--- config.mk ---
export PLATFORM = sky130hd
export DESIGN_NAME = csr_access_sequencer
export DESIGN_NICKNAME = d
export VERILOG_FILES = /design/src/rtl/csr_access_sequencer.sv
export SDC_FILE = /design/constraint.sdc
export NUM_CORES = 1
export LEC_CHECK = 0
export BUFFER_PORTS_ARGS = -buffer_cell sky130_fd_sc_hd__buf_2
export CORE_MARGIN = 1.5
export CORE_UTILIZATION = 49
export DETAILED_ROUTE_END_ITERATION = 8
export HOLD_SLACK_MARGIN = 0.08
export PLACE_DENSITY = 0.8
export SKIP_CTS_REPAIR_TIMING = 1
export SLEW_MARGIN = 0
export SYNTH_ARGS = -nofsm -noshare
export SYNTH_HDL_FRONTEND = slang
export SYNTH_SLANG_ARGS = --single-unit
--- constraint.sdc ---
create_clock -name clock_i -period 2.3 [get_ports clock_i]
set_clock_uncertainty 0.1 [all_clocks]
set_input_delay 0.345 -clock clock_i [delete_from_list [all_inputs] [get_ports clock_i]]
set_output_delay 0.345 -clock clock_i [all_outputs]
set_load 0.02 [all_outputs]
--- src/rtl/csr_access_sequencer.sv ---
// rtl/csr_access_sequencer.sv - Zicsr instruction sequencer: one request in, READ/WRITE cycles to the CSR file, one response out.
module csr_access_sequencer #(
    parameter int MXLEN = 64
) (
    input  logic             clock_i,
    input  logic             reset_ni,
    input  logic             req_valid_i,
    output logic             req_ready_o,
    input  logic [2:0]       req_funct3_i,
    input  logic [11:0]      req_csr_address_i,
    input  logic [MXLEN-1:0] req_rs1_data_i,
    input  logic [4:0]       req_uimm_i,
    input  logic             req_rd_zero_i,
    output logic             resp_valid_o,
    input  logic             resp_ready_i,
    output logic [MXLEN-1:0] resp_rd_data_o,
    output logic             resp_illegal_o,
    output logic [11:0]      csr_address_o,
    output logic [1:0]       csr_command_o,
    output logic [MXLEN-1:0] csr_write_data_o,
    input  logic [MXLEN-1:0] csr_read_data_i,
    input  logic             csr_read_data_valid_i
);

    typedef enum logic [1:0] {IDLE, READ, WRITE, RESP} state_t;

    localparam logic [1:0] CMD_NONE       = 2'b00;
    localparam logic [1:0] CMD_READ_ONLY  = 2'b01;
    localparam logic [1:0] CMD_WRITE_ONLY = 2'b10;

    state_t           state, state_next;
    logic [2:0]       funct3, funct3_next;
    logic [11:0]      address, address_next;
    logic [MXLEN-1:0] src, src_next;
    logic [MXLEN-1:0] old, old_next;
    logic             do_read, do_read_next;
    logic             do_write, do_write_next;
    logic             illegal, illegal_next;

    logic             rw_type;
    logic             read_only;
    logic [MXLEN-1:0] decode_src;

    assign rw_type    = (req_funct3_i[1:0] == 2'b01);
    assign decode_src = req_funct3_i[2] ? {{(MXLEN-5){1'b0}}, req_uimm_i} : req_rs1_data_i;
    assign read_only  = (address[11:10] == 2'b11);

    always_ff @(posedge clock_i or negedge reset_ni) begin
        if (!reset_ni) begin
            state    <= IDLE;
            funct3   <= '0;
            address  <= '0;
            src      <= '0;
            old      <= '0;
            do_read  <= 1'b0;
            do_write <= 1'b0;
            illegal  <= 1'b0;
        end else begin
            state    <= state_next;
            funct3   <= funct3_next;
            address  <= address_next;
            src      <= src_next;
            old      <= old_next;
            do_read  <= do_read_next;
            do_write <= do_write_next;
            illegal  <= illegal_next;
        end
    end

    always_comb begin
        state_next       = state;
        funct3_next      = funct3;
        address_next     = address;
        src_next         = src;
        old_next         = old;
        do_read_next     = do_read;
        do_write_next    = do_write;
        illegal_next     = illegal;
        req_ready_o      = 1'b0;
        csr_command_o    = CMD_NONE;
        csr_write_data_o = '0;

        case (state)
            IDLE: begin
                req_ready_o = 1'b1;
                if (req_valid_i) begin
                    funct3_next   = req_funct3_i;
                    address_next  = req_csr_address_i;
                    src_next      = decode_src;
                    do_read_next  = !(rw_type && req_rd_zero_i);
                    do_write_next = rw_type || (req_uimm_i != 5'd0);
                    old_next      = '0;
                    illegal_next  = (req_funct3_i[1:0] == 2'b00);
                    if (req_funct3_i[1:0] == 2'b00)
                        state_next = RESP;
                    else if (!(rw_type && req_rd_zero_i))
                        state_next = READ;
                    else
                        state_next = WRITE;
                end
            end
            READ: begin
                csr_command_o = CMD_READ_ONLY;
                old_next      = csr_read_data_i;
                if (!csr_read_data_valid_i || (do_write && read_only)) begin
                    illegal_next = 1'b1;
                    old_next     = '0;
                    state_next   = RESP;
                end else if (do_write) begin
                    state_next = WRITE;
                end else begin
                    state_next = RESP;
                end
            end
            WRITE: begin
                state_next = RESP;
                // A write-only access to a read-only CSR never reaches the bus.
                if (!do_read && read_only) begin
                    illegal_next = 1'b1;
                    old_next     = '0;
                end else begin
                    csr_command_o = CMD_WRITE_ONLY;
                    case (funct3[1:0])
                        2'b10:   csr_write_data_o = old | src;
                        2'b11:   csr_write_data_o = old & ~src;
                        default: csr_write_data_o = src;
                    endcase
                    if (!csr_read_data_valid_i) begin
                        illegal_next = 1'b1;
                        old_next     = '0;
                    end
                end
            end
            RESP: begin
                if (resp_ready_i)
                    state_next = IDLE;
            end
            default: state_next = IDLE;
        endcase
    end

    assign resp_valid_o   = (state == RESP);
    assign resp_rd_data_o = (state == RESP) ? old : '0;
    assign resp_illegal_o = (state == RESP) && illegal;
    assign csr_address_o  = address;

endmodule
# Word level (Yosys, flattened, before mapping)
# Cells that the tools add are included.
# Widths: inputs -> output; s select.
[word_totals]
regBits = 147
latch_bits = 0
ram_bits = 0
romBits = 0
output_inout_bits = 145
memories = 0
[classes]
add_sub_neg = 0
n_mul = 0
div = 0
n_lt_le_gt_ge = 0
n_eq_ne = 11
shift = 0
mux = 25
bitwise_logic = 3
n_reduce_logical = 17
[op_table]
columns = ["op", "count"]
rows = [
  ["$mux 64", 8],
  ["$pmux 64 s3", 1],
  ["$pmux 64 s2", 1],
  ["$and 64x64->64", 1],
  ["$not 64->64", 1],
  ["$or 64x64->64", 1],
  ["$eq 2x2->1 const B", 5],
  ["$mux 2", 5],
  ["$pmux 2 s4", 1],
  ["$mux 1", 7],
  ["$reduce_bool 5->1", 1],
  ["$eq 2x1->1 const B", 2],
  ["$logic_and 1x1->1", 4],
  ["$logic_not 2->1", 2],
  ["$ne 2x2->1 const B", 2],
  ["$pmux 2 s2", 1],
  ["$reduce_and 2->1", 2],
  ["$reduce_and 4->1", 1],
  ["$logic_not 1->1", 3],
  ["$ne 3x3->1 const B", 1],
  ["$pmux 1 s3", 1],
  ["$reduce_and 3->1", 1],
  ["$reduce_bool 3->1", 1],
  ["$logic_or 1x1->1", 2],
  ["$ne 2x1->1 const B", 1],
]

# Depth between registers and ports, before layout
# Gate-level depths: netlist of the first run.
[logic_depth]
word_depth = 6
depth_mapped = 9
ltp_nobuf = 6

# Worst setup path after synthesis of the first run
# Ideal clock, no wire load.
[synth_path]
path_kind = "reg2reg"
start = "register state[0]"
end = "register old[47]"
setup_ns = 0.132
arrival_ns = 1.801
slack_ns = 0.266
stages_incl_launch_ff = 10
cell_sequence = "dfrtp_1 -> inv_1 -> ha_1 -> nor2b_2 -> a311o_1 -> buf_6 -> buf_6 -> buf_6 -> nand2_1 -> o21ai_1"
[synth_between]
elab_chain_cells = 3
elab_cells_between_ends = 8
cone_classes = "eq/ne (4); mux (1); reduce/logical (3)"
[synth_lines]
columns = ["element", "line_no", "source"]
rows = [
  ["from (decl)", "31", "state_t state, state_next;"],
  ["from (signal assigned)", "59", "state <= state_next;"],
  ["$eq 2x2->1, or another cell as far along", "83", "case (state)"],
  ["$ne 3x3->1 (no line), or another cell as far along", "--", ""],
  ["$reduce_and 3->1 (no line)", "--", ""],
  ["to (signal assigned)", "63", "old <= old_next;"],
  ["to (decl)", "35", "logic [MXLEN-1:0] old, old_next;"],
]
# Several ways; a longest one is shown, not always the timed one.
# A chain may end at the register's enable or synchronous reset.

# Worst setup path after layout of the first run
[layout_path]
start = "register state[0]"
end = "output csr_write_data_o[42]"
[layout_between]
elab_chain_cells = 2
[layout_lines]
columns = ["element", "line_no", "source"]
rows = [
  ["$eq 2x2->1", "83", ""],
  ["$mux 64", "83", ""],
  ["to (decl)", "20", "output logic [MXLEN-1:0] csr_write_data_o,"],
]
# No other way between the ends.

==> out/metrics.csv, run 1 <==
metric,value,unit
p_leak,0.00536,µW
reg2regPathDepth,7,
clkSinkCount,147,
holdPathEnd,old[28],
placementRows,45,
worstSetupPathType,reg -> out,
cts_buffer_depth,2,
firstDrtPassIters,5,
cts_root_buf,clkbuf_16,
avgSynthCellArea,7.82,µm²
setup_ws,48.1,ps
dieWidth,128,µm
viasPerCell,5.17,
rr_endpoint,old[22],
min_period,2250,ps
status,completed,
overflow,0,
place_ws,191,ps
hold-path-cell-count,3,
worst_pin_slew,503,ps
final_area,10800,µm²
critPathMaxStageDelay,450,ps
grt_pass1_vias,7217,
drtIter0Drc,502,
max_clock_freq,0.444,GHz
synth.area.top_cells,"dfrtp_1 (48%), nand2_1 (13%), o21ai_0 (7.3%)",
yosysTopAreaCell,dfrtp_1,
final_core_util,70.6,%
syn_area,7660,µm²
ir_drop,0.764,mV
htreeDepth,4,
gp_congestion,0.846,
cts.reportedPaths.clkPinSlew,60,ps
start_kind,flop,
cts_buffers,17,
yosys_register_bits,147,
syn_inst,979,
report.final.slew_viol_count,0,
r2r-start,state[1],
routed_wl,24200,µm
die_y,128,µm
final.period_utilization,97.9,%
coreArea,15300,µm²
syn-num-nets,1138,
fin_hold_ws,67.7,ps
min_from,csr_read_data_i[28],
critPathCaptureType,output pin,
die_area,16400,µm²
syn2layout_area_growth,40.7,%
start_util,50.2,%
antenna_found_initial,0,
grt_usage,28.3,%
arrival,1810,ps
finalHoldViolations,0,
nets,1457,
slew_headroom,66.4,%
slowest_stage,dfrtp_2,
path_cells,inv_2 > ha_4 > nand2_2 > buf_12 > nor2_1 > buf_2,
clock_latency,420,ps
vias,7881,
dpl.hpwl,15300,µm
drc,0,
yosysSeqAreaShare,48.0,%
yosys_warnings,0,
wl_per_cell,15.9,µm
grt_pass1_wl,36100,µm
critical_path.max_fanout,34,
portBuffers,298,
grt_max_degree,129,
yosysTopAreaCellShare,48.0,%
ys_types,29,
hp-class,in -> reg,
postRouteAntennaNets,0,
reg2reg_slack,100,ps
io_pins,299,
tritoncts,yes,
drive_gt1_share,29.4,%
cap_violations,0,
placed_area,9400,µm²
cp.required,1860,ps
finalSetupViolations,0,
power_density,1230,nW/µm²
nFillCells,1159,
==> Yosys cell counts <==
cell         n
nand3b_1     1
mux2i_1      6
a21o_1       1
buf_4        1
ha_1         5
inv_1        6
or4_1        1
dfrtp_1    147
o21ai_0    111
clkbuf_1    47
a31oi_1      2
a311o_1      1
nor2b_1      1
clkbuf_2     3
nor2_1     130
buf_1        4
a2111oi_2    1
nor2b_2      1
buf_2       12
nand2_1    262
nand3_1      1
a21oi_1     68
mux2_2      15
o21ai_1     20
and2_1      66
nor3_1       2
nand2b_1    59
buf_6        4
o311ai_0     1
==> report_power, final <==
| part | internal, µW | total [µW] | switching [µW] |
|---|---|---|---|
| clock network | 2090 | 3180 | 1090 |
| logic | 2000 | 5670 | 3670 |
| registers | 3590 | 4400 | 811 |
==> per-stage QoR <==
step           std cells  setup TNS, ps  power, µW
2_1_floorplan        979              0       7860
3_3_place_gp        1435              0       9530
3_5_place_dp        1435              0       9720
4_1_cts             1467          -7120      13000
5_1_grt             1522          -14.9      14100
6_report            1523              0      13300
==> critical path, delay by kind of cell (launching register included) <==
| kind | cells | cell delay (ps) |
|---|---|---|
| simple gates | 2 | 250 |
| buf+inv | 3 | 490 |
| fa+ha+maj | 1 | 160 |
| flops | 1 | 450 |
==> flip-flops by register name (all words and copies together), names as in the netlist <==
register	flops
funct3	2
do_write	1
old	64
illegal	1
src	64
do_read	1
state	2
csr_address_o	12
==> cell usage in the layout (no fill, tap or decap), types with 20 or more instances in the layout <==
cell type / n
dfrtp_1: 145
nor2_1: 121
o21ai_0: 111
and2_1: 66
dlygate4sd3_1: 54
nand2b_1: 59
a21oi_1: 68
nand2_1: 259
buf_2: 265
o21ai_1: 20
buf_4: 39
==> metal layers <==
layer / vias up / wire length (µm) / track usage (%)
li1: 3789 / - / -
met5: - / 0 / 0
met4: 0 / 571 / 12.0
met2: 344 / 12400 / 48.5
met3: 49 / 1570 / 5.76
met1: 3699 / 9630 / 34.9
==> kinds of logic after synthesis <==
family                     share of synthesized area (%)
and+or+nand+nor                                     30.0
AOI/OAI and AO/OA                                   13.7
DFF                                                 48.0
buffers and inverters                               4.46
muxes                                               2.99
adders and majority gates                          0.817
==> layout make-up <==
| class | count | area [µm²] | area share [%] |
|---|---|---|---|
| Antenna cell | 1 | 2.50 | 0.0232 |
| Clock buffer | 19 | 453 | 4.20 |
| Clock inverter | 13 | 230 | 2.14 |
| Inverter | 6 | 22.5 | 0.209 |
| Multi-Input combinational cell | 755 | 3720 | 34.5 |
| Sequential cell | 147 | 3680 | 34.2 |
| Tap cell | 211 | 264 | 2.45 |
| Timing Repair Buffer | 371 | 2400 | 22.3 |
==> worst max-delay path by stage <==
stage	slack [ps]	from	end
global route	-10	state[0]	csr_write_data_o[42]
CTS	-200	state[0]	csr_write_data_o[49]
floorplan	270	state[0]	old[47]
global placement	330	state[0]	csr_write_data_o[40]
detailed placement	190	state[0]	old[22]
finish	50	state[0]	csr_write_data_o[42]
Note: power is estimated with default switching activity, not from simulation.
==> inputs of run 2 (changes only) <==
CORE_UTILIZATION = 43   (was 49)
PLACE_DENSITY = 0.72   (was 0.8)
==> out/metrics.csv, run 2 (synthesized netlist as in run 1, its figures left out) <==
metric,value,unit
overflow,0,
finalSetupViolations,0,
worst_pin_slew,533,ps
syn2layout_area_growth,37.9,%
hp-class,in -> reg,
coreArea,17400,µm²
grt_max_degree,85,
p_leak,0.00531,µW
io_pins,299,
slew_headroom,64.5,%
htreeDepth,4,
viasPerCell,4.91,
placementRows,48,
grt_pass1_wl,35800,µm
cts_buffer_depth,2,
ir_drop,0.632,mV
antenna_found_initial,2,
start_kind,flop,
cp.required,1860,ps
portBuffers,298,
fin_tns_setup,0,ps
cts_root_buf,clkbuf_16,
die_area,18600,µm²
postRouteAntennaNets,0,
report.final.slew_viol_count,0,
worstSetupPathType,reg -> out,
min_period,2240,ps
vias,7506,
status,completed,
cts_buffers,17,
drtIter0Drc,281,
critPathCaptureType,output pin,
die_y,136,µm
clock_latency,410,ps
setup_ws,59.5,ps
tritoncts,yes,
dpl.hpwl,15800,µm
power_density,1220,nW/µm²
firstDrtPassIters,5,
place_ws,227,ps
final.period_utilization,97.4,%
start_util,44.1,%
grt_usage,24.9,%
drive_gt1_share,29.0,%
cts.reportedPaths.clkPinSlew,60,ps
dieWidth,136,µm
nets,1452,
placed_area,9440,µm²
clkSinkCount,147,
finalHoldViolations,0,
final_area,10600,µm²
critical_path.max_fanout,47,
grt_pass1_vias,6966,
gp_congestion,0.816,
final_common_cell,buf_2,
drc,0,
wl_per_cell,15.3,µm
n_antenna_cell,0,
routed_wl,23400,µm
layout_common_cells,"buf_2 (295), nand2_1 (259), dfrtp_1 (145), nor2_1 (129), o21ai_0 (111)",
cap_violations,0,
arrival,1800,ps
max_clock_freq,0.446,GHz
==> run 2: cell type report <==
| type | instances | area (µm²) |
|---|---|---|
| Fill cell | 1518 | 6790 |
| Multi-Input combinational cell | 755 | 3700 |
| Sequential cell | 147 | 3680 |
| Timing Repair Buffer | 366 | 2250 |
| Clock buffer | 23 | 478 |
| Tap cell | 225 | 282 |
| Clock inverter | 8 | 150 |
| Inverter | 6 | 22.5 |
==> run 2: worst paths after layout <==
check                                    start                  to  slack (ps)  cells past startpoint
hold / removal             csr_read_data_i[59]             old[59]          60                      3
setup / recovery                      state[1]  resp_rd_data_o[22]          60                      4
max in group asynchronous             reset_ni           funct3[1]        1060                      3
hold reg to reg                        do_read             do_read         390                      1
min in group asynchronous             reset_ni              src[7]         370                      2
setup reg to reg                      state[1]             old[42]         150                      6
==> run 2: metrics by stage <==
step | util (%) | hold WS [ps] | total power, µW | std cells
global placement | 54.4 | 239 | 9650 | 1453
detailed placement | 54.4 | 241 | 9790 | 1453
global route | 60.9 | 80.1 | 13800 | 1530
finish | 60.9 | 57.5 | 12900 | 1530
floorplan | - | -50.6 | 7860 | 979
CTS | 58.0 | -209 | 12800 | 1484
==> run 2: metal layers <==
layer / GRT usage [%] / up-vias / part of all wire, %
li1: - / 3762 / -
met1: 32.0 / 3433 / 43
met2: 41.7 / 268 / 49
met3: 5.37 / 39 / 6.0
met4: 8.45 / 4 / 1.8
met5: 0 / - / 0.11
==> run 2: power breakdown <==
group	internal, µW	switching, µW
sequential	3590	775
clock	1900	1060
combinational	1940	3600
total	7430	5430
==> run 2: critical path, stage by stage (launching register included) <==
cell	delay, ps
dfrtp_1	470
ha_2	260
buf_12	220
and2_1	220
buf_2	190
==> inputs of run 3 (changes only) <==
CORE_ASPECT_RATIO = 2   (was unset)
==> out/metrics.csv, run 3 (synthesized netlist as in run 1, its figures left out) <==
metric,value,unit
routed_wl,24200,µm
p_comb_share,44.4,%
cts_buffer_depth,2,
worstSetupPathType,reg -> out,
place_ws,234,ps
nFillCells,1527,
cap_violations,0,
grt_max_degree,68,
power_density,1230,nW/µm²
start_util,44.1,%
antenna_found_initial,2,
critical_path.max_fanout,67,
syn2layout_area_growth,39.1,%
fin_tns_setup,0,ps
p_leak,0.00532,µW
p_sw,5580,µW
nets,1453,
die_y,192,µm
clock_latency,420,ps
die_area,18700,µm²
arrival,1820,ps
firstDrtPassIters,5,
placementRows,68,
power_frac_seq,32.9,%
regArea,3680,µm²
coreArea,17400,µm²
vias,7637,
finalSetupViolations,0,
cts.reportedPaths.clkPinSlew,60,ps
viasPerCell,5.03,
cp.required,1860,ps
dieWidth,97.4,µm
dpl.hpwl,16500,µm
ir_drop,1.28,mV
internal_power,7530,µW
overflow,0,
drtIter0Drc,277,
worst_pin_slew,541,ps
multi_input_area,3710,µm²
grt_pass1_wl,37000,µm
start_kind,flop,
cts_buffers,17,
setup_ws,35.5,ps
grt_usage,25.2,%
drive_gt1_share,29.4,%
wl_per_cell,15.9,µm
final_common_cell,buf_2,
gp_congestion,0.856,
clkSinkCount,147,
swShare,42.5,%
finalHoldViolations,0,
postRouteAntennaNets,0,
layout_common_cells,"buf_2 (287), nand2_1 (259), dfrtp_1 (145), nor2_1 (126), o21ai_0 (111)",
critPathCaptureType,output pin,
grt_pass1_vias,7358,
slew_headroom,63.9,%
report.final.slew_viol_count,0,
pwr-share-clk,22.7,%
status,completed,
io_pins,299,
hp-class,in -> reg,
max_clock_freq,0.442,GHz
drc,0,
cts_root_buf,clkbuf_16,
final.period_utilization,98.5,%
tritoncts,yes,
htreeDepth,4,
min_period,2260,ps
portBuffers,298,
==> run 3: critical path, stage by stage, from the launching register on <==
cell	delay [ps]
dfrtp_1	450
ha_2	240
buf_12	260
and2_1	230
buf_2	180
==> run 3: area by class of cell <==
type	count	share of cell area [%]
repair buffers	367	22.1
flip-flops and latches	147	34.6
well taps	210	2.47
diodes	2	0.0470
inverters	6	0.211
clock buffers	19	4.16
clock inverters	12	1.71
multi-input cells	755	34.8
==> run 3: worst paths after layout <==
check / depth (start not counted) / slack, ps / end / from
min: 3 / 60 / old[39] / csr_read_data_i[39]
max in group asynchronous: 3 / 1090 / old[35] / reset_ni
max: 4 / 40 / resp_rd_data_o[29] / state[1]
min in group asynchronous: 2 / 360 / csr_address_o[5] / reset_ni
max reg2reg: 8 / 90 / old[33] / state[0]
min reg2reg: 1 / 370 / do_read / do_read
==> run 3: through the flow <==
stage	instances	area (µm²)	hold slack (ps)	total power [µW]	util, %
2_1_floorplan	979	7660	-50.6	7860	-
6_report	1518	10700	61.5	13100	61.4
4_1_cts	1469	10100	-239	12900	58.3
3_5_place_dp	1438	9490	213	9950	54.7
3_3_place_gp	1438	9490	211	9820	54.7
5_1_grt	1517	10700	80.0	14000	61.4
==> run 3: power by group through the flow <==
stage	combinational, µW	sequential, µW	clock [µW]
after floorplan	3570	4290	0
after global placement	5520	4300	0
after detailed placement	5610	4350	0
after CTS	5630	4300	3000
after global routing	6430	4460	3110
final	5820	4320	2970
==> run 3: per-layer routing <==
layer  vias to the layer above  share of wire, %  routed length (µm)  global-route usage [%]
met1                      3549                37                9060                    27.3
met5                         -             0.050                  12                       0
li1                       3775                 -                   -                       -
met4                         2               4.3                1040                    14.0
met2                       244                54               13100                    46.1
met3                        67               4.2                1010                    4.15
